==> config.mk <==
export PLATFORM = sky130hd
export DESIGN_NAME = mlp_weight_loader
export DESIGN_NICKNAME = d
export VERILOG_FILES = /design/src/rtl/mlp_weight_loader.sv
export SDC_FILE = /design/constraint.sdc
export NUM_CORES = 1
export LEC_CHECK = 0
export BUFFER_PORTS_ARGS = -buffer_cell sky130_fd_sc_hd__buf_2
export CAP_MARGIN = 15
export CORE_MARGIN = 10
export CORE_UTILIZATION = 35
export CTS_BUF_LIST = sky130_fd_sc_hd__clkbuf_16
export DETAILED_ROUTE_END_ITERATION = 12
export GPL_TIMING_DRIVEN = 0
export HOLD_SLACK_MARGIN = 0.03
export SETUP_SLACK_MARGIN = 0.5
export SLEW_MARGIN = 30
export SYNTH_ARGS = -nofsm -noshare
export SYNTH_HDL_FRONTEND = slang
export SYNTH_SLANG_ARGS = --single-unit
==> constraint.sdc <==
create_clock -name clk -period 6.16 [get_ports clk]
set_input_delay 1.232 -clock clk [delete_from_list [all_inputs] [get_ports clk]]
set_output_delay 1.232 -clock clk [all_outputs]
set_load 0.1 [all_outputs]
==> src/rtl/mlp_weight_loader.sv <==
// Streaming weight-load master: maps a flat DMA word stream onto the accelerator's
// region/row/col weight-load address map (L1 W/b, L2 W/b, proj W/b).
module mlp_weight_loader #(
    parameter int IN_WIDTH  = 32,
    parameter int L1_ROWS   = 16,
    parameter int L1_COLS   = 63,
    parameter int L2_ROWS   = 16,
    parameter int L2_COLS   = 16,
    parameter int PROJ_ROWS = 4,
    parameter int PROJ_COLS = 43
) (
    input  logic                clk,
    input  logic                rst_n,
    input  logic                start,
    output logic                busy,
    output logic                done,
    output logic                error,
    input  logic [IN_WIDTH-1:0] s_data,
    input  logic                s_valid,
    output logic                s_ready,
    input  logic                s_last,
    output logic                load_mode,
    output logic [15:0]         load_addr,
    output logic [IN_WIDTH-1:0] load_data,
    output logic                load_valid,
    output logic [15:0]         words_loaded
);

    localparam logic [1:0] IDLE   = 2'd0;
    localparam logic [1:0] STREAM = 2'd1;
    localparam logic [1:0] FLUSH  = 2'd2;
    localparam logic [1:0] DONE   = 2'd3;

    localparam bit PARAMS_OK =
        (L1_ROWS   >= 1) && (L1_ROWS   <= 16)  && (L1_COLS   >= 1) && (L1_COLS   <= 256) &&
        (L2_ROWS   >= 1) && (L2_ROWS   <= 16)  && (L2_COLS   >= 1) && (L2_COLS   <= 256) &&
        (PROJ_ROWS >= 1) && (PROJ_ROWS <= 16)  && (PROJ_COLS >= 1) && (PROJ_COLS <= 256);

    logic [1:0] state;
    logic [3:0] region;
    logic [3:0] row;
    logic [7:0] col;
    logic [7:0] col_lim;
    logic [3:0] row_lim;
    logic       accept;
    logic       col_end;
    logic       row_end;
    logic       final_word;

    assign busy    = (state == STREAM) || (state == FLUSH);
    assign done    = (state == DONE);
    assign s_ready = (state == STREAM);
    assign accept  = s_valid && s_ready;

    // Bias regions reuse col as the bias index and keep row pinned at 0.
    always_comb begin
        col_lim = 8'(PROJ_ROWS - 1);
        row_lim = 4'h0;
        case (region)
            4'h0: begin col_lim = 8'(L1_COLS - 1);   row_lim = 4'(L1_ROWS - 1);   end
            4'h1: begin col_lim = 8'(L1_ROWS - 1);   row_lim = 4'h0;              end
            4'h2: begin col_lim = 8'(L2_COLS - 1);   row_lim = 4'(L2_ROWS - 1);   end
            4'h3: begin col_lim = 8'(L2_ROWS - 1);   row_lim = 4'h0;              end
            4'h4: begin col_lim = 8'(PROJ_COLS - 1); row_lim = 4'(PROJ_ROWS - 1); end
            default: begin col_lim = 8'(PROJ_ROWS - 1); row_lim = 4'h0;           end
        endcase
    end

    assign col_end    = (col == col_lim);
    assign row_end    = (row == row_lim);
    assign final_word = (region == 4'h5) && col_end;

    always_ff @(posedge clk or negedge rst_n) begin
        if (!rst_n) begin
            state        <= IDLE;
            region       <= 4'h0;
            row          <= 4'h0;
            col          <= 8'h00;
            error        <= 1'b0;
            load_mode    <= 1'b0;
            load_addr    <= 16'h0000;
            load_data    <= '0;
            load_valid   <= 1'b0;
            words_loaded <= 16'h0000;
        end else begin
            load_valid <= 1'b0;
            case (state)
                IDLE: begin
                    if (start) begin
                        state        <= STREAM;
                        error        <= 1'b0;
                        words_loaded <= 16'h0000;
                        region       <= 4'h0;
                        row          <= 4'h0;
                        col          <= 8'h00;
                        load_mode    <= 1'b1;
                    end
                end
                STREAM: begin
                    if (accept) begin
                        load_valid <= 1'b1;
                        load_data  <= s_data;
                        load_addr  <= {region, row, col};
                        if (words_loaded != 16'hFFFF)
                            words_loaded <= words_loaded + 16'h0001;
                        if (col_end) begin
                            col <= 8'h00;
                            if (row_end) begin
                                row    <= 4'h0;
                                region <= region + 4'h1;
                            end else begin
                                row <= row + 4'h1;
                            end
                        end else begin
                            col <= col + 8'h01;
                        end
                        // Early s_last or a missing s_last on the final word are both framing errors.
                        if (final_word || s_last) begin
                            state <= FLUSH;
                            if (final_word != s_last)
                                error <= 1'b1;
                        end
                    end
                end
                FLUSH: begin
                    state     <= DONE;
                    load_mode <= 1'b0;
                end
                DONE:    state <= IDLE;
                default: state <= IDLE;
            endcase
        end
    end

    always_ff @(posedge clk) begin
        assert (PARAMS_OK) else $error("mlp_weight_loader: parameter out of legal range");
    end

endmodule

==> results of run 1 <==
synth_stat cells (all sizes together) (2+ instances only):
library cell | n | share of area
dfrtp | 85 | 0.52
mux2 | 43 | 0.12
nand2 | 37 | 0.034
nor2 | 31 | 0.029
o21ai | 20 | 0.025
clkbuf | 14 | 0.013
inv | 14 | 0.013
a21oi | 13 | 0.019
ha | 12 | 0.037
nand3 | 12 | 0.015
xnor2 | 8 | 0.017
nand4 | 7 | 0.011
nor3 | 6 | 0.0074
xor2 | 6 | 0.013
nand2b | 5 | 0.0077
o211ai | 5 | 0.0092
buf | 4 | 0.0083
mux2i | 4 | 0.0098
or4 | 4 | 0.0074
and3 | 3 | 0.0046
nor4 | 3 | 0.0046
o22ai | 3 | 0.0046
o311ai | 3 | 0.0065
a211oi | 2 | 0.0037
a21o | 2 | 0.0037
a31oi | 2 | 0.0031
and2 | 2 | 0.0034
and2b | 2 | 0.0040
and3b | 2 | 0.0052
nor2b | 2 | 0.0031
or3 | 2 | 0.0043
worst max-delay path: stages, from the launching register on:
cell and delay [ns]:
dfrtp_1 0.43, inv_1 0.13, ha_1 0.21, buf_4 0.16, and3b_4 0.18, or3_4 0.34
a2111oi_4 0.51, nand3_1 0.20, or3b_2 0.51, ha_1 0.19, inv_1 0.07, a21oi_1 0.08
nor2_1 0.17, o32a_1 0.18
stage by stage:
step | setup slack (ns) | instance area, um^2
detailed placement | 2.72 | 4800
global route | 2.55 | 5110
CTS | 2.76 | 5110
global placement | 2.77 | 4780
finish | 2.75 | 5110
floorplan | 3.06 | 4070
area by class of cell:
type / count / area, um^2 / share of cell area
buffer: 18 / 86.3 / 0.0169
clock buffer: 9 / 225 / 0.0441
clock inverter: 7 / 81.3 / 0.0159
inverter: 15 / 56.3 / 0.0110
multi-input combinational: 254 / 1800 / 0.352
sequential: 85 / 2130 / 0.416
tap: 143 / 179 / 0.0350
timing repair buffer: 107 / 557 / 0.109
routing by layer:
layer  vias to the layer above  wire length, um  share of wire  track usage
li1                       1534                -              -            -
met4                         0               94         0.0098       0.0338
met2                       103             4230           0.44        0.177
met1                      1463             4240           0.44        0.139
met3                         7             1060           0.11       0.0715
met5                         -                0              0            0
worst paths after layout:
check,end,cells past startpoint,slack [ns]
max,state[0],13,2.75
min,load_addr[12],2,0.47
max reg2reg,state[0],13,2.75
min reg2reg,load_addr[12],2,0.47
max in group asynchronous,load_data[0],2,4.80
min in group asynchronous,load_data[12],1,0.80
sequential cells by signal (all words and copies together), names as in the netlist:
name          flops
state             2
words_loaded     16
load_valid        1
col               8
error             1
load_addr        16
region            4
load_data        32
row               4
load_mode         1
cells by family after synthesis:
| group | after synthesis | synth area share |
|---|---|---|
| adder cells (fa/ha/maj) | 12 | 0.0369 |
| multiplexers | 47 | 0.129 |
| AND/OR/NAND/NOR | 123 | 0.150 |
| XOR/XNOR | 14 | 0.0302 |
| buffers and inverters | 33 | 0.0351 |
| flip-flops | 85 | 0.523 |
| AO/OA/AOI/OAI | 58 | 0.0960 |
==> metrics.md, run 1 <==
| Metric | Value |
|---|---|
| Die Span X | roughly 130 um |
| Mapped Cells | 372 |
| Worst-path clk slew | about 0.060 ns |
| Vias in the first global route | 3226 |
| Most frequent cells in the layout | buf_2, dfrtp_1, mux2_2 |
| Post-Syn Nets | between 400 and 500 |
| DR pass1 iterations | 4 |
| Post CTS Setup Buffer Count | 0 |
| # rows | 39 |
| Startpoint types | flip-flop |
| Netlist cell types | slightly above 50 |
| I/O pin count | 107 |
| Routed Antenna Nets | 0 |
| RSZ-0062 raised after global routing | no |
| Hold Violations, Final | 0 |
| Post-CTS sizing | 0 |
| Number of synthesized flops with an enable pin | 0 |
| Final worst path period share | 0.553 |
| Status | completed |
| Slew at the pin closest to its max-slew limit | between 0.7 and 0.8 ns |
| Seq cells post-synth | 85 |
| Number of port buffers | roughly 110 |
| Initial Util | 0.356 |
| Avg Vias per Cell | roughly 4.9 |
| Initial detailed-routing violation count | 217 |
| # fillers | roughly 1100 |
| CP required | 6.44 ns |
| Core area | ~11000 um^2 |
| H-tree depth | 3 |
| Mean Syn Cell Area | 10.9 um^2 |
| HPWL Detailed | 7210 um |
| Antenna violations before repair | 0 |
| Synthesized area | between 4000 and 5000 um^2 |
| CTS Buf Count | 9 |
| Crit-path max FO | 10 |
| TritonCTS clock tree | yes |
| Ys async rst share | 1.00 |
| HP Start | load_addr[12] |
| # DRC | 0 |
| Final setup vio count | 0 |
| Worst path arrival time | about 3.7 ns |
| Fin Setup TNS | 0 ns |
| Wirelength per Cell | ~15 um |
| Min-delay worst type | reg2reg |
| Worst hold slack | about 0.47 ns |
| Total die area | 16300 um^2 |
| # hold bufs at CTS | 0 |
| Crit path launch | region[0] |
| Layout cell share with drive strength beyond 1 | 0.354 |
| Max Slew Vio Count | 0 |
| Routed via count | slightly above 3000 |
| Grt ovf | 0 |
| CTS Root Cell | clkbuf_16 |
| Pin count of the biggest net entering global routing | 45 |
| Synth Warn # | 0 |
| Die height | 128 um |
| First-pass GRT wire length | between 15000 and 20000 um |
| Post-layout minimum cycle time | between 3 and 4 ns |
| Gr usage total | 0.118 |
| R2R Path Start | region[0] |
| DP Cell Count | ~620 |
| Final WL | 9620 um |
| Sequential element share of the synthesized area | 0.523 |
| Routability congestion estimate from global placement | approximately 0.83 |
| Max_cap viols | 0 |
| F_max | between 200 and 300 MHz |
| Max clock buf depth | 2 |
| # diodes | 0 |
| Commonest non-fill, non-tap cell in the layout | buf_2 |
| Layout Skew | roughly 0.0042 ns |
| Final Util | 0.447 |
| CP Class | reg2reg |
| Headroom to the max-slew limit | 0.501 |
| Area growth syn-to-layout | 25.6% |
| Critical Path End Type | flip-flop |
| Nets | 539 |
| Post-route insts no fill | about 640 |
| CTS Sinks | 85 |
| Post-synth top flop | dfrtp_1 |
| Skew-Pair Late Insertion Delay | ~0.34 ns |
Power of run 1 is left out: the tool's default activity adds up to more than one toggle a clock period on the data nets, which glitch-free logic cannot reach.
==> run 2, diff against run 1 <==
==> constraint.sdc (replaced) <==
create_clock -name clk -period 2.97 [get_ports clk]
set_input_delay 0.594 -clock clk [delete_from_list [all_inputs] [get_ports clk]]
set_output_delay 0.594 -clock clk [all_outputs]
set_load 0.1 [all_outputs]
==> metrics.md, run 2 (synthesized netlist as in run 1, its figures left out) <==
| Metric | Value |
|---|---|
| Slew at the pin closest to its max-slew limit | approximately 0.64 ns |
| CTS Buf Count | 9 |
| Dpl ws | -0.174 ns |
| Final Worst Setup Slack | 0.177 ns |
| Worst path max stage delay | about 0.42 ns |
| CTS Root Cell | clkbuf_16 |
| Core area | ~11000 um^2 |
| Area growth syn-to-layout | 32.5% |
| CP Class | reg2reg |
| # DRC | 0 |
| RSZ-0062 raised after global routing | yes |
| Number of port buffers | around 110 |
| # fillers | approximately 1100 |
| Most frequent cells in the layout | buf_2, dfrtp_1, mux2_2 |
| Nets | between 500 and 600 |
| Final setup vio count | 0 |
| Routed Antenna Nets | 0 |
| Die Span X | ~130 um |
| Status | completed |
| Max_cap viols | 0 |
| DR pass1 iterations | 4 |
| Wirelength per Cell | ~16 um |
| HPWL Detailed | around 7500 um |
| Max Slew Vio Count | 0 |
| Antenna violations before repair | 0 |
| Die height | 128 um |
| Grt ovf | 0 |
| Largest reg by FF count | load_data |
| Final worst path period share | 0.940 |
| Routed via count | around 3300 |
| # rows | 39 |
| Initial Util | 0.356 |
| Post-layout minimum cycle time | 2.79 ns |
| R2R depth | 12 |
| Critical Path End Type | flip-flop |
| Crit-path slowest cell | or3b_4 |
| Skew-Pair Late Insertion Delay | roughly 0.34 ns |
| CTS Sinks | 85 |
| First-pass GRT wire length | about 17000 um |
| I/O pin count | 107 |
| Final WL | slightly above 10000 um |
| Avg Vias per Cell | approximately 5.0 |
| # diodes | 0 |
| Min-delay worst type | in2async |
| Startpoint types | flip-flop |
| Total die area | 16300 um^2 |
| Max clock buf depth | 2 |
| Pin count of the biggest net entering global routing | 50 |
| CP required | roughly 3.2 ns |
| Routability congestion estimate from global placement | around 0.81 |
| Vias in the first global route | between 3000 and 4000 |
| CP cell instances | inv_4 > ha_4 > buf_6 > and3b_4 > or3_4 > a2111oi_4 > nand3_1 > or3b_4 > ha_4 > inv_4 > a21oi_4 > o32a_1 |
| Headroom to the max-slew limit | 0.571 |
| Worst-path clk slew | approximately 0.06 ns |
| F_max | 358 MHz |
| Crit-path max FO | 2 |
| Commonest non-fill, non-tap cell in the layout | buf_2 |
| TritonCTS clock tree | yes |
| Hold Violations, Final | 0 |
| Max reg flops | 32 |
| Gr usage total | 0.128 |
| Biggest regs | load_data: 32 flops, load_addr: 16 flops, words_loaded: 16 flops |
| H-tree depth | 3 |
| Layout cell share with drive strength beyond 1 | 0.423 |
| Layout Skew | 0.00455 ns |
| Worst path arrival time | around 3 ns |
| Initial detailed-routing violation count | between 200 and 250 |
| # hold bufs at CTS | 0 |
==> run 2: final cells by class <==
cell class / count / area, um^2 / share of cell area
multi-input combinational: 254 / 1910 / 0.355
sequential: 85 / 2130 / 0.396
tap: 143 / 179 / 0.0332
timing repair buffer: 125 / 699 / 0.130
clock buffer: 9 / 225 / 0.0418
buffer: 18 / 97.6 / 0.0181
inverter: 15 / 61.3 / 0.0114
clock inverter: 7 / 83.8 / 0.0156
==> run 2: final timing paths <==
path | start | end | slack, ns
max reg2reg | region[0] | state[0] | 0.18
min reg2reg | load_addr[12] | load_addr[12] | 0.47
min in group clk | load_addr[12] | load_addr[12] | 0.47
max | region[0] | state[0] | 0.18
min | rst_n | load_data[23] | 0.15
max in group asynchronous | rst_n | words_loaded[7] | 2.24
==> run 2: worst max-delay path, delay by kind of cell, from the launching register on <==
kind            cells  cell delay, ns
compound gates      3            0.68
fa+ha+maj           2            0.31
buf+inv             3            0.21
flops               1            0.39
simple gates        4            1.08
==> run 2: what timing repair did <==
item / in CTS / in global routing
resized for setup: 10 / 16
setup endpoints to repair: 61 / 36
hold endpoints to repair: 0 / 0
buffers inserted: 13 / 5
pin swaps: 9 / 9
==> run 2: per-stage QoR <==
step                      hold slack [ns]  instance area [um^2]  cells   util  setup TNS [ns]
after global placement              0.467                  4840    621  0.424          -0.190
after global routing                0.161                  5390    656  0.472               0
after detailed placement            0.466                  4870    622  0.427          -0.334
after CTS                           0.157                  5300    651  0.464               0
after floorplan                     0.298                  4130    372      -               0
final                               0.148                  5390    656  0.472               0
==> run 2: metal layers <==
| metal | GRT usage | part of all wire |
|---|---|---|
| met2 | 0.215 | 0.52 |
| met1 | 0.150 | 0.40 |
| met4 | 0.0338 | 0.013 |
| met5 | 0 | 0 |
| met3 | 0.0471 | 0.062 |
Power of run 2 is left out for the same reason.
==> run 3, diff against run 2 <==
--- a/config.mk
+++ b/config.mk
@@ -8,11 +8,12 @@
 export BUFFER_PORTS_ARGS = -buffer_cell sky130_fd_sc_hd__buf_2
 export CAP_MARGIN = 15
 export CORE_MARGIN = 10
-export CORE_UTILIZATION = 35
+export CORE_UTILIZATION = 48
 export CTS_BUF_LIST = sky130_fd_sc_hd__clkbuf_16
 export DETAILED_ROUTE_END_ITERATION = 12
 export GPL_TIMING_DRIVEN = 0
 export HOLD_SLACK_MARGIN = 0.03
+export PLACE_DENSITY = 0.77
 export SETUP_SLACK_MARGIN = 0.5
 export SLEW_MARGIN = 30
 export SYNTH_ARGS = -nofsm -noshare
==> metrics.md, run 3 (synthesized netlist as in run 1, its figures left out) <==
| Metric | Value |
|---|---|
| Post-layout minimum cycle time | approximately 2.8 ns |
| Die Span X | around 110 um |
| Nets | 551 |
| CTS Root Cell | clkbuf_16 |
| Initial detailed-routing violation count | ~220 |
| Commonest non-fill, non-tap cell in the layout | buf_2 |
| Max Slew Vio Count | 0 |
| DP Cell Count | 584 |
| Gr usage total | 0.156 |
| Routed Antenna Nets | 0 |
| Min-delay worst type | in2async |
| Dpl ws | -0.252 ns |
| Status | completed |
| DR pass1 iterations | 4 |
| Final setup vio count | 0 |
| # fillers | 653 |
| Crit path launch | region[0] |
| R2R depth | 12 |
| # hold bufs at CTS | 0 |
| I/O pin count | ~110 |
| Most frequent cells in the layout | buf_2, dfrtp_1, mux2_2 |
| Layout cell share with drive strength beyond 1 | 0.418 |
| Hold Violations, Final | 0 |
| Final WL | 9780 um |
| Worst hold slack | 0.136 ns |
| RSZ-0062 raised after global routing | yes |
| Area growth syn-to-layout | 31.0% |
| CP Class | reg2reg |
| TritonCTS clock tree | yes |
| Routed via count | roughly 3300 |
| Layout Skew | just under 0.007 ns |
| Skew-Pair Late Insertion Delay | 0.34 ns |
| Startpoint types | flip-flop |
| R2R Path Start | region[0] |
| Headroom to the max-slew limit | 0.602 |
| CP required | 3.19 ns |
| # DRC | 0 |
| Routability congestion estimate from global placement | approximately 0.87 |
| Largest reg by FF count | load_data |
| # rows | 33 |
| HPWL Detailed | 7140 um |
| H-tree depth | 3 |
| Final Util | 0.648 |
| Final worst path period share | 0.937 |
| Wirelength per Cell | around 16 um |
| Crit-path max FO | 4 |
| Pin count of the biggest net entering global routing | 54 |
| Worst path arrival time | approximately 3.0 ns |
| Die height | 112 um |
| Post-route insts no fill | approximately 610 |
| Avg Vias per Cell | approximately 5.3 |
| Final Worst Setup Slack | around 0.19 ns |
| Total die area | 12600 um^2 |
| Worst flop-to-flop path endpoint | state[0] |
| Worst-path clk slew | ~0.06 ns |
| Critical Path End Type | flip-flop |
| Core area | 8220 um^2 |
| Initial Util | 0.495 |
| Number of port buffers | about 110 |
| Vias in the first global route | 3401 |
| Biggest regs | load_data: 32 flops, load_addr: 16 flops, words_loaded: 16 flops |
| First-pass GRT wire length | around 16000 um |
| Max reg flops | 32 |
| CTS Sinks | 85 |
| Slew at the pin closest to its max-slew limit | approximately 0.59 ns |
| Antenna violations before repair | 0 |
| Max_cap viols | 0 |
| Setup slack, reg-to-reg | around 0.19 ns |
| # diodes | 0 |
| F_max | approximately 360 MHz |
| CTS Buf Count | 9 |
| Grt ovf | 0 |
| Max clock buf depth | 2 |
[run 3: worst max path at each step]
stage	slack, ns	cells after the start	to
global placement	-0.11	13	state[0]
global route	0.13	12	state[0]
floorplan	0.10	12	state[0]
CTS	0.12	12	state[0]
finish	0.19	12	state[0]
detailed placement	-0.25	13	state[0]
[run 3: timing repair]
item                       CTS  global route
gates resized for setup     17             9
pin swaps                    7             5
setup buffers               11             1
setup endpoints to repair   61            23
cloned                       0             0
[run 3: layout make-up]
class	instances	area, um^2	share of cell area
multi-input cells	254	1910	0.358
flip-flops and latches	85	2130	0.400
clock buffers	9	225	0.0423
inverters	15	62.6	0.0117
well taps	105	131	0.0247
repair buffers	119	654	0.123
clock inverters	7	115	0.0216
plain buffers	18	101	0.0190
[run 3: metal layers]
metal,vias to the layer above,wire (um),share of wire,global-route usage
li1,1566,-,-,-
met1,1551,4170,0.43,0.184
met2,124,4470,0.46,0.250
met3,14,969,0.099,0.0602
met4,0,167,0.017,0.0643
met5,-,0,0,0
[run 3: stage by stage]
stage	setup TNS, ns	instance area (um^2)
floorplan	0	4130
detailed placement	-0.516	4820
finish	0	5330
global route	0	5330
CTS	0	5290
global placement	-0.186	4790
[run 3: critical path, stage by stage, from the launching register on]
cell       delay (ns)
dfrtp_2          0.38
inv_4            0.04
ha_4             0.15
buf_6            0.11
and3b_4          0.17
or3_4            0.34
a2111oi_4        0.36
nand3_2          0.13
or3b_4           0.40
ha_4             0.17
inv_4            0.05
a21oi_4          0.06
o32a_1           0.29
Power of run 3 is left out for the same reason.
